$ cat config.mk
export PLATFORM = sky130hd
export DESIGN_NAME = id_ex_stage
export DESIGN_NICKNAME = d
export VERILOG_FILES = /design/src/rtl/pipeline_pkg.sv /design/src/rtl/operand_fwd_mux.sv /design/src/rtl/id_ex_stage.sv
export SDC_FILE = /design/constraint.sdc
export NUM_CORES = 1
export LEC_CHECK = 0
export ABC_CLOCK_PERIOD_IN_PS = 3500
export BUFFER_PORTS_ARGS = -buffer_cell sky130_fd_sc_hd__buf_2
export CORE_AREA = 2 2 186 188
export DETAILED_ROUTE_END_ITERATION = 10
export DIE_AREA = 0 0 188 190
export GPL_ROUTABILITY_DRIVEN = 0
export PLACE_DENSITY = 0.63
export SLEW_MARGIN = 20
export SYNTH_ARGS = -nofsm -noshare
export SYNTH_HDL_FRONTEND = slang
export SYNTH_SLANG_ARGS = --single-unit
export TNS_END_PERCENT = 30
$ cat constraint.sdc
create_clock -name clk -period 3.5 [get_ports clk]
set_input_delay 0.525 -clock clk [delete_from_list [all_inputs] [get_ports clk]]
set_output_delay 0.525 -clock clk [all_outputs]
set_load 0.01 [all_outputs]
$ cat src/rtl/pipeline_pkg.sv
// Shared encodings and the E-stage control bundle for the decode/execute boundary.
package pipeline_pkg;

  localparam logic [1:0] RESULT_ALU = 2'b00;
  localparam logic [1:0] RESULT_MEM = 2'b01;
  localparam logic [1:0] RESULT_PC4 = 2'b10;

  localparam logic [1:0] FWD_RF  = 2'b00;
  localparam logic [1:0] FWD_WB  = 2'b01;
  localparam logic [1:0] FWD_MEM = 2'b10;

  localparam int ALUCTRL_W = 4;

  typedef struct packed {
    logic                 reg_write;
    logic                 mem_write;
    logic                 branch;
    logic                 jump;
    logic                 alu_src;
    logic [1:0]           result_src;
    logic [ALUCTRL_W-1:0] alu_control;
  } e_ctrl_t;

  localparam e_ctrl_t E_CTRL_BUBBLE = '{
    reg_write:   1'b0,
    mem_write:   1'b0,
    branch:      1'b0,
    jump:        1'b0,
    alu_src:     1'b0,
    result_src:  2'b00,
    alu_control: 4'b0000
  };

  // x0 never creates a dependency, so it is excluded before the index compare.
  function automatic logic load_use_hit(input logic [1:0] result_src_e,
                                        input logic [4:0] rd_e,
                                        input logic [4:0] rs1_d,
                                        input logic [4:0] rs2_d);
    return (result_src_e == RESULT_MEM) && (rd_e != 5'd0) &&
           ((rd_e == rs1_d) || (rd_e == rs2_d));
  endfunction

endpackage

$ cat src/rtl/operand_fwd_mux.sv
// 3:1 select-encoded operand mux feeding the E-stage ALU and store path.
module operand_fwd_mux
  import pipeline_pkg::*;
#(
  parameter int DATA_WIDTH = 32
) (
  input  logic [1:0]            sel_i,
  input  logic [DATA_WIDTH-1:0] rf_i,
  input  logic [DATA_WIDTH-1:0] mem_i,
  input  logic [DATA_WIDTH-1:0] wb_i,
  output logic [DATA_WIDTH-1:0] data_o
);

  // Unused encoding 11 falls back to the register-file value.
  always_comb begin
    data_o = rf_i;
    case (sel_i)
      FWD_MEM: data_o = mem_i;
      FWD_WB:  data_o = wb_i;
      default: data_o = rf_i;
    endcase
  end

endmodule

$ cat src/rtl/id_ex_stage.sv
// ID/EX pipeline register with load-use/branch hazard control and operand forwarding.
// Optional hazard performance counters are enabled with HAZARD_PERF_CNT_EN.
module id_ex_stage
  import pipeline_pkg::*;
#(
  parameter int DATA_WIDTH = 32
) (
  input  logic                  clk,
  input  logic                  rst_n,
  input  logic [DATA_WIDTH-1:0] RD1_D,
  input  logic [DATA_WIDTH-1:0] RD2_D,
  input  logic [DATA_WIDTH-1:0] ImmExt_D,
  input  logic [DATA_WIDTH-1:0] PC_D,
  input  logic [DATA_WIDTH-1:0] PCPlus4_D,
  input  logic [4:0]            rs1_D,
  input  logic [4:0]            rs2_D,
  input  logic [4:0]            rd_D,
  input  logic                  RegWrite_D,
  input  logic                  MemWrite_D,
  input  logic                  ALUSrc_D,
  input  logic                  Branch_D,
  input  logic                  Jump_D,
  input  logic [1:0]            ResultSrc_D,
  input  logic [3:0]            ALUControl_D,
  input  logic [1:0]            ForwardA_E,
  input  logic [1:0]            ForwardB_E,
  input  logic [DATA_WIDTH-1:0] ALUResult_M,
  input  logic [DATA_WIDTH-1:0] Result_W,
  input  logic                  PCSrc_E,
  output logic [4:0]            rs1_E,
  output logic [4:0]            rs2_E,
  output logic [4:0]            rd_E,
  output logic                  RegWrite_E,
  output logic                  MemWrite_E,
  output logic                  Branch_E,
  output logic                  Jump_E,
  output logic                  ALUSrc_E,
  output logic [1:0]            ResultSrc_E,
  output logic [3:0]            ALUControl_E,
  output logic [DATA_WIDTH-1:0] PC_E,
  output logic [DATA_WIDTH-1:0] PCPlus4_E,
  output logic [DATA_WIDTH-1:0] ImmExt_E,
  output logic [DATA_WIDTH-1:0] SrcA_E,
  output logic [DATA_WIDTH-1:0] SrcB_E,
  output logic [DATA_WIDTH-1:0] WriteData_E,
  output logic                  StallF,
  output logic                  StallD,
  output logic                  FlushD,
  output logic                  FlushE
`ifdef HAZARD_PERF_CNT_EN
 ,output logic [31:0]           StallCount,
  output logic [31:0]           FlushCount
`endif
);

  e_ctrl_t               ctrl_q, ctrl_d;
  logic [4:0]            rs1_q, rs1_d, rs2_q, rs2_d, rd_q, rd_d;
  logic [DATA_WIDTH-1:0] rd1_q, rd1_d, rd2_q, rd2_d;
  logic [DATA_WIDTH-1:0] imm_q, imm_d, pc_q, pc_d, pc4_q, pc4_d;
  logic                  load_use;

  assign load_use = load_use_hit(ctrl_q.result_src, rd_q, rs1_D, rs2_D);
  assign FlushD   = PCSrc_E;
  assign StallF   = load_use && !PCSrc_E;
  assign StallD   = load_use && !PCSrc_E;
  assign FlushE   = load_use || PCSrc_E;

  // A flushed slot becomes an all-zero bubble; otherwise the D fields pass through.
  always_comb begin
    ctrl_d = '{reg_write: RegWrite_D, mem_write: MemWrite_D, branch: Branch_D,
               jump: Jump_D, alu_src: ALUSrc_D, result_src: ResultSrc_D,
               alu_control: ALUControl_D};
    rs1_d  = rs1_D;
    rs2_d  = rs2_D;
    rd_d   = rd_D;
    rd1_d  = RD1_D;
    rd2_d  = RD2_D;
    imm_d  = ImmExt_D;
    pc_d   = PC_D;
    pc4_d  = PCPlus4_D;
    if (FlushE) begin
      ctrl_d = E_CTRL_BUBBLE;
      rs1_d  = 5'd0;
      rs2_d  = 5'd0;
      rd_d   = 5'd0;
      rd1_d  = '0;
      rd2_d  = '0;
      imm_d  = '0;
      pc_d   = '0;
      pc4_d  = '0;
    end else begin
      ctrl_d.reg_write = RegWrite_D;
    end
  end

  always_ff @(posedge clk or negedge rst_n) begin
    if (!rst_n) begin
      ctrl_q <= E_CTRL_BUBBLE;
      rs1_q  <= 5'd0;
      rs2_q  <= 5'd0;
      rd_q   <= 5'd0;
      rd1_q  <= '0;
      rd2_q  <= '0;
      imm_q  <= '0;
      pc_q   <= '0;
      pc4_q  <= '0;
    end else begin
      ctrl_q <= ctrl_d;
      rs1_q  <= rs1_d;
      rs2_q  <= rs2_d;
      rd_q   <= rd_d;
      rd1_q  <= rd1_d;
      rd2_q  <= rd2_d;
      imm_q  <= imm_d;
      pc_q   <= pc_d;
      pc4_q  <= pc4_d;
    end
  end

  assign rs1_E        = rs1_q;
  assign rs2_E        = rs2_q;
  assign rd_E         = rd_q;
  assign RegWrite_E   = ctrl_q.reg_write;
  assign MemWrite_E   = ctrl_q.mem_write;
  assign Branch_E     = ctrl_q.branch;
  assign Jump_E       = ctrl_q.jump;
  assign ALUSrc_E     = ctrl_q.alu_src;
  assign ResultSrc_E  = ctrl_q.result_src;
  assign ALUControl_E = ctrl_q.alu_control;
  assign PC_E         = pc_q;
  assign PCPlus4_E    = pc4_q;
  assign ImmExt_E     = imm_q;

  operand_fwd_mux #(.DATA_WIDTH(DATA_WIDTH)) u_fwd_a (
    .sel_i  (ForwardA_E),
    .rf_i   (rd1_q),
    .mem_i  (ALUResult_M),
    .wb_i   (Result_W),
    .data_o (SrcA_E)
  );

  operand_fwd_mux #(.DATA_WIDTH(DATA_WIDTH)) u_fwd_b (
    .sel_i  (ForwardB_E),
    .rf_i   (rd2_q),
    .mem_i  (ALUResult_M),
    .wb_i   (Result_W),
    .data_o (WriteData_E)
  );

  assign SrcB_E = ctrl_q.alu_src ? imm_q : WriteData_E;

`ifdef HAZARD_PERF_CNT_EN
  logic [31:0] stall_cnt_q, stall_cnt_d, flush_cnt_q, flush_cnt_d;

  // Free-running event counters; natural 32-bit overflow provides the wrap.
  always_comb begin
    stall_cnt_d = stall_cnt_q;
    flush_cnt_d = flush_cnt_q;
    if (StallD) begin
      stall_cnt_d = stall_cnt_q + 32'd1;
    end else begin
      stall_cnt_d = stall_cnt_q;
    end
    if (FlushE) begin
      flush_cnt_d = flush_cnt_q + 32'd1;
    end else begin
      flush_cnt_d = flush_cnt_q;
    end
  end

  always_ff @(posedge clk or negedge rst_n) begin
    if (!rst_n) begin
      stall_cnt_q <= 32'd0;
      flush_cnt_q <= 32'd0;
    end else begin
      stall_cnt_q <= stall_cnt_d;
      flush_cnt_q <= flush_cnt_d;
    end
  end

  assign StallCount = stall_cnt_q;
  assign FlushCount = flush_cnt_q;
`endif

endmodule

==> metrics.csv <==
stage,metric,value,unit
timing,final.setup.tns,0,ps
grt,grt-ovfl-total,0,
floorplan,core_area,0.0339,mm²
routing,top_layer_used,met5,
finish,layout.cells.non_filler,1798,
setup_path,path_cells,buf_2 -> inv_1 -> ha_2 -> buf_4 -> a22oi_1 -> o21ai_0 -> mux2_2 -> buf_2,
logic_synthesis,yosys_warnings,0,
worst_hold_path,hold_class,in -> async,
grt,grt_pass1_wl,49500,µm
placed_design,portBuffers,478,
logic_synthesis,synth-main-ff-cell,dfrtp_1,
floorplan,rows,68,
setup_path,r2r_start,rd_E[4],
timing,rsz0062_at_grt,false,
setup_path,crit_path_top_delay_cell,ha_2,
timing,hold_viol,0,
logic_synthesis,synth.yosys.seq_area_share,50.5,%
setup_path,path_depth,8,
grt,antenna_found_initial,6,
logic_synthesis,ys_ff_latch,186,
logic_synthesis,syn_area,0.00923,mm²
status,outcome,"finished, final reports clean",
placed_design,place_inst,1762,
timing,finalSetupViolations,0,
routing,wl_per_cell,18.5,µm
setup_path,r2r_cells,5,
timing,post-route-period-util,85.0,%
setup_path,r2r_end,Jump_E,
routing,dr_wl_met3,2790,µm
setup_path,slowest_delay,630,ps
finish,layout-drive-gt1-share,49.7,%
logic_synthesis,synth_top_cell_by_area,dfrtp_1,
setup_path,critical_path.top_delay_family,adder cells,
setup_path,crit_type,in -> out,
setup_path,worst-path-max-fanout,25,
routing,dr_wl_met2,15800,µm
pwr,p_leak,6.20,nW
floorplan,die_h,190,µm
logic_synthesis,netlist_instances,904,
grt,grt_pass1_vias,8607,
cts,cts_tree,built,
setup_path,r2r_slack,1370,ps
logic_synthesis,synthTopCellsByArea,"dfrtp_1, nand2b_1, a21oi_2",
routing,routed_wirelength,33300,µm
setup_path,startpoint,ForwardB_E[0],
flow_run,maxCapViolations,0,
routing,drt_iter0_markers,519,
routing,ant_nets,0,
timing,clock_skew,11.8,ps
routing,drc,0,
logic_synthesis,ys_async_sr_fraction,100,%
routing,viasPerCell,4.74,
cts,cts.clk_slew.worst_paths,70,ps
routing,wl_met1,13800,µm
finish,fillers,3529,
logic_synthesis,synth_top_cell_area_share,50.5,%
finish,nets,1587,
timing,fmax,336,MHz
logic_synthesis,yosysUniqueCellTypes,23,
logic_synthesis,syn_area_per_cell,10.2,µm²
cts,ctsHoldBuffers,0,
placed_design,dp_hpwl,24000,µm
floorplan,io_pins,479,
setup_path,worstSetupStartpointType,input port,
routing,dr.pass1.iters,9,
cts,cts_buffer_depth,2,
setup_path,arrival,2450,ps
cts,cts_made_buffers,17,
grt,grt_max_degree,113,
cts,clock_sinks,186,
setup_path,required,2970,ps
floorplan,initial_core_util,27.2,%
grt,track_usage,18.1,%
setup_path,cp_num_buf_inv,4,
finish,syn_to_final_growth,35.7,%
setup_path,cp_common_cell,buf_2,
cts,post_cts_buffers,0,
logic_synthesis,synth_edf_count,0,
finish,finish.utilization,36.9,%
setup_path,crit_path_end,SrcB_E[0],
cts,clk_latency,450,ps
timing,fin_crit,2970,ps
cts,clockRootBuffer,clkbuf_16,
pwr,irDropWorstVdd,312,µV
floorplan,die-area,0.0357,mm²
routing,dr_total_vias,8521,
timing,worstMarginPinSlew,788,ps
logic_synthesis,synth_nets,1165,
timing,slew_headroom,47.4,%
setup_path,endpoint_kind,output pin,
pwr,power_density,425,mW/mm²
floorplan,dieWidth,188,µm
cts,htree_levels,4,
logic_synthesis,ys_top_cells_by_count,"dfrtp_1, nand2b_1, a21oi_2, a21oi_1, nand2_1",
timing,final-max-slew-violation-count,0,
cts,cts_resized,0,
-- worst min path at each step --
stage                     slack [ps]               to   from  depth (start not counted)
final                             90         PC_E[14]  rst_n                          1
after detailed placement         610         PC_E[14]  rst_n                          1
after global routing             130         PC_E[21]  rst_n                          1
after floorplan                  230  ALUControl_E[0]  rst_n                          0
after CTS                        110         PC_E[21]  rst_n                          1
after global placement           610         PC_E[14]  rst_n                          1
-- cell type report --
cell class              instances  area (µm²)  share of cell area [%]
diodes                          4        10.0                  0.0800
multi-input cells             620        4090                    32.7
clock buffers                  18         439                    3.51
repair buffers                497        2610                    20.8
flip-flops and latches        186        4650                    37.2
inverters                       4        15.0                   0.120
well taps                     455         569                    4.55
clock inverters                14         129                    1.03
-- stage by stage --
step	worst slack, ps	hold slack, ps	area [µm²]	total power, mW
4_1_cts	640	113	12500	5.40
3_5_place_dp	640	609	11900	3.46
2_1_floorplan	1150	229	9230	2.92
5_1_grt	537	128	12500	5.59
3_3_place_gp	770	613	11900	3.44
6_report	526	94.7	12500	5.32
-- layer usage --
| metal | GRT usage [%] | vias to the layer above |
|---|---|---|
| met5 | 0 | - |
| met4 | 6.66 | 6 |
| met3 | 5.77 | 62 |
| met2 | 29.2 | 449 |
| met1 | 22.8 | 4085 |
| li1 | - | 3919 |
-- state kept, by name (all words and copies together) (netlist names) --
signal        flops
rs1_E             5
Jump_E            1
PCPlus4_E        32
RegWrite_E        1
MemWrite_E        1
rd2_q            32
Branch_E          1
ResultSrc_E       2
ImmExt_E         32
rd1_q            32
ALUControl_E      4
rd_E              5
ALUSrc_E          1
PC_E             32
rs2_E             5
-- cells in the final DEF (no fill, tap or decap), types with 3 or more instances in the layout --
cell        netlist  routed
inv_8             0       4
clkinv_4          0       4
a21oi_1          86      86
nand2b_1        186     186
a22oi_1          64      64
buf_12            0       5
dfrtp_1         186     186
nand2_1          66      66
buf_2            13     476
a21oi_2         100     100
mux2_2           32      32
clkbuf_16         0      17
inv_6             0       3
clkinvlp_4        0       3
inv_1             4       4
xnor2_1          10      10
buf_4             2      15
diode_2           0       4
o21ai_0          64      64
-- power by group --
group | switching (mW) | total, mW | leakage [nW] | internal, mW
sequential | 0.0472 | 2.31 | 2.40 | 2.26
clock | 0.952 | 1.91 | 0.271 | 0.959
combinational | 0.655 | 1.10 | 3.53 | 0.444
-- logic make-up after synthesis --
family | synth area share (%)
AOI/OAI and AO/OA | 23.1
and+or+nand+nor | 15.7
DFF | 50.5
buffers and inverters | 5.38
muxes | 3.91
xor gates and xnor gates | 0.949
adders and majority gates | 0.543
Power figures use the tool's default switching activity.
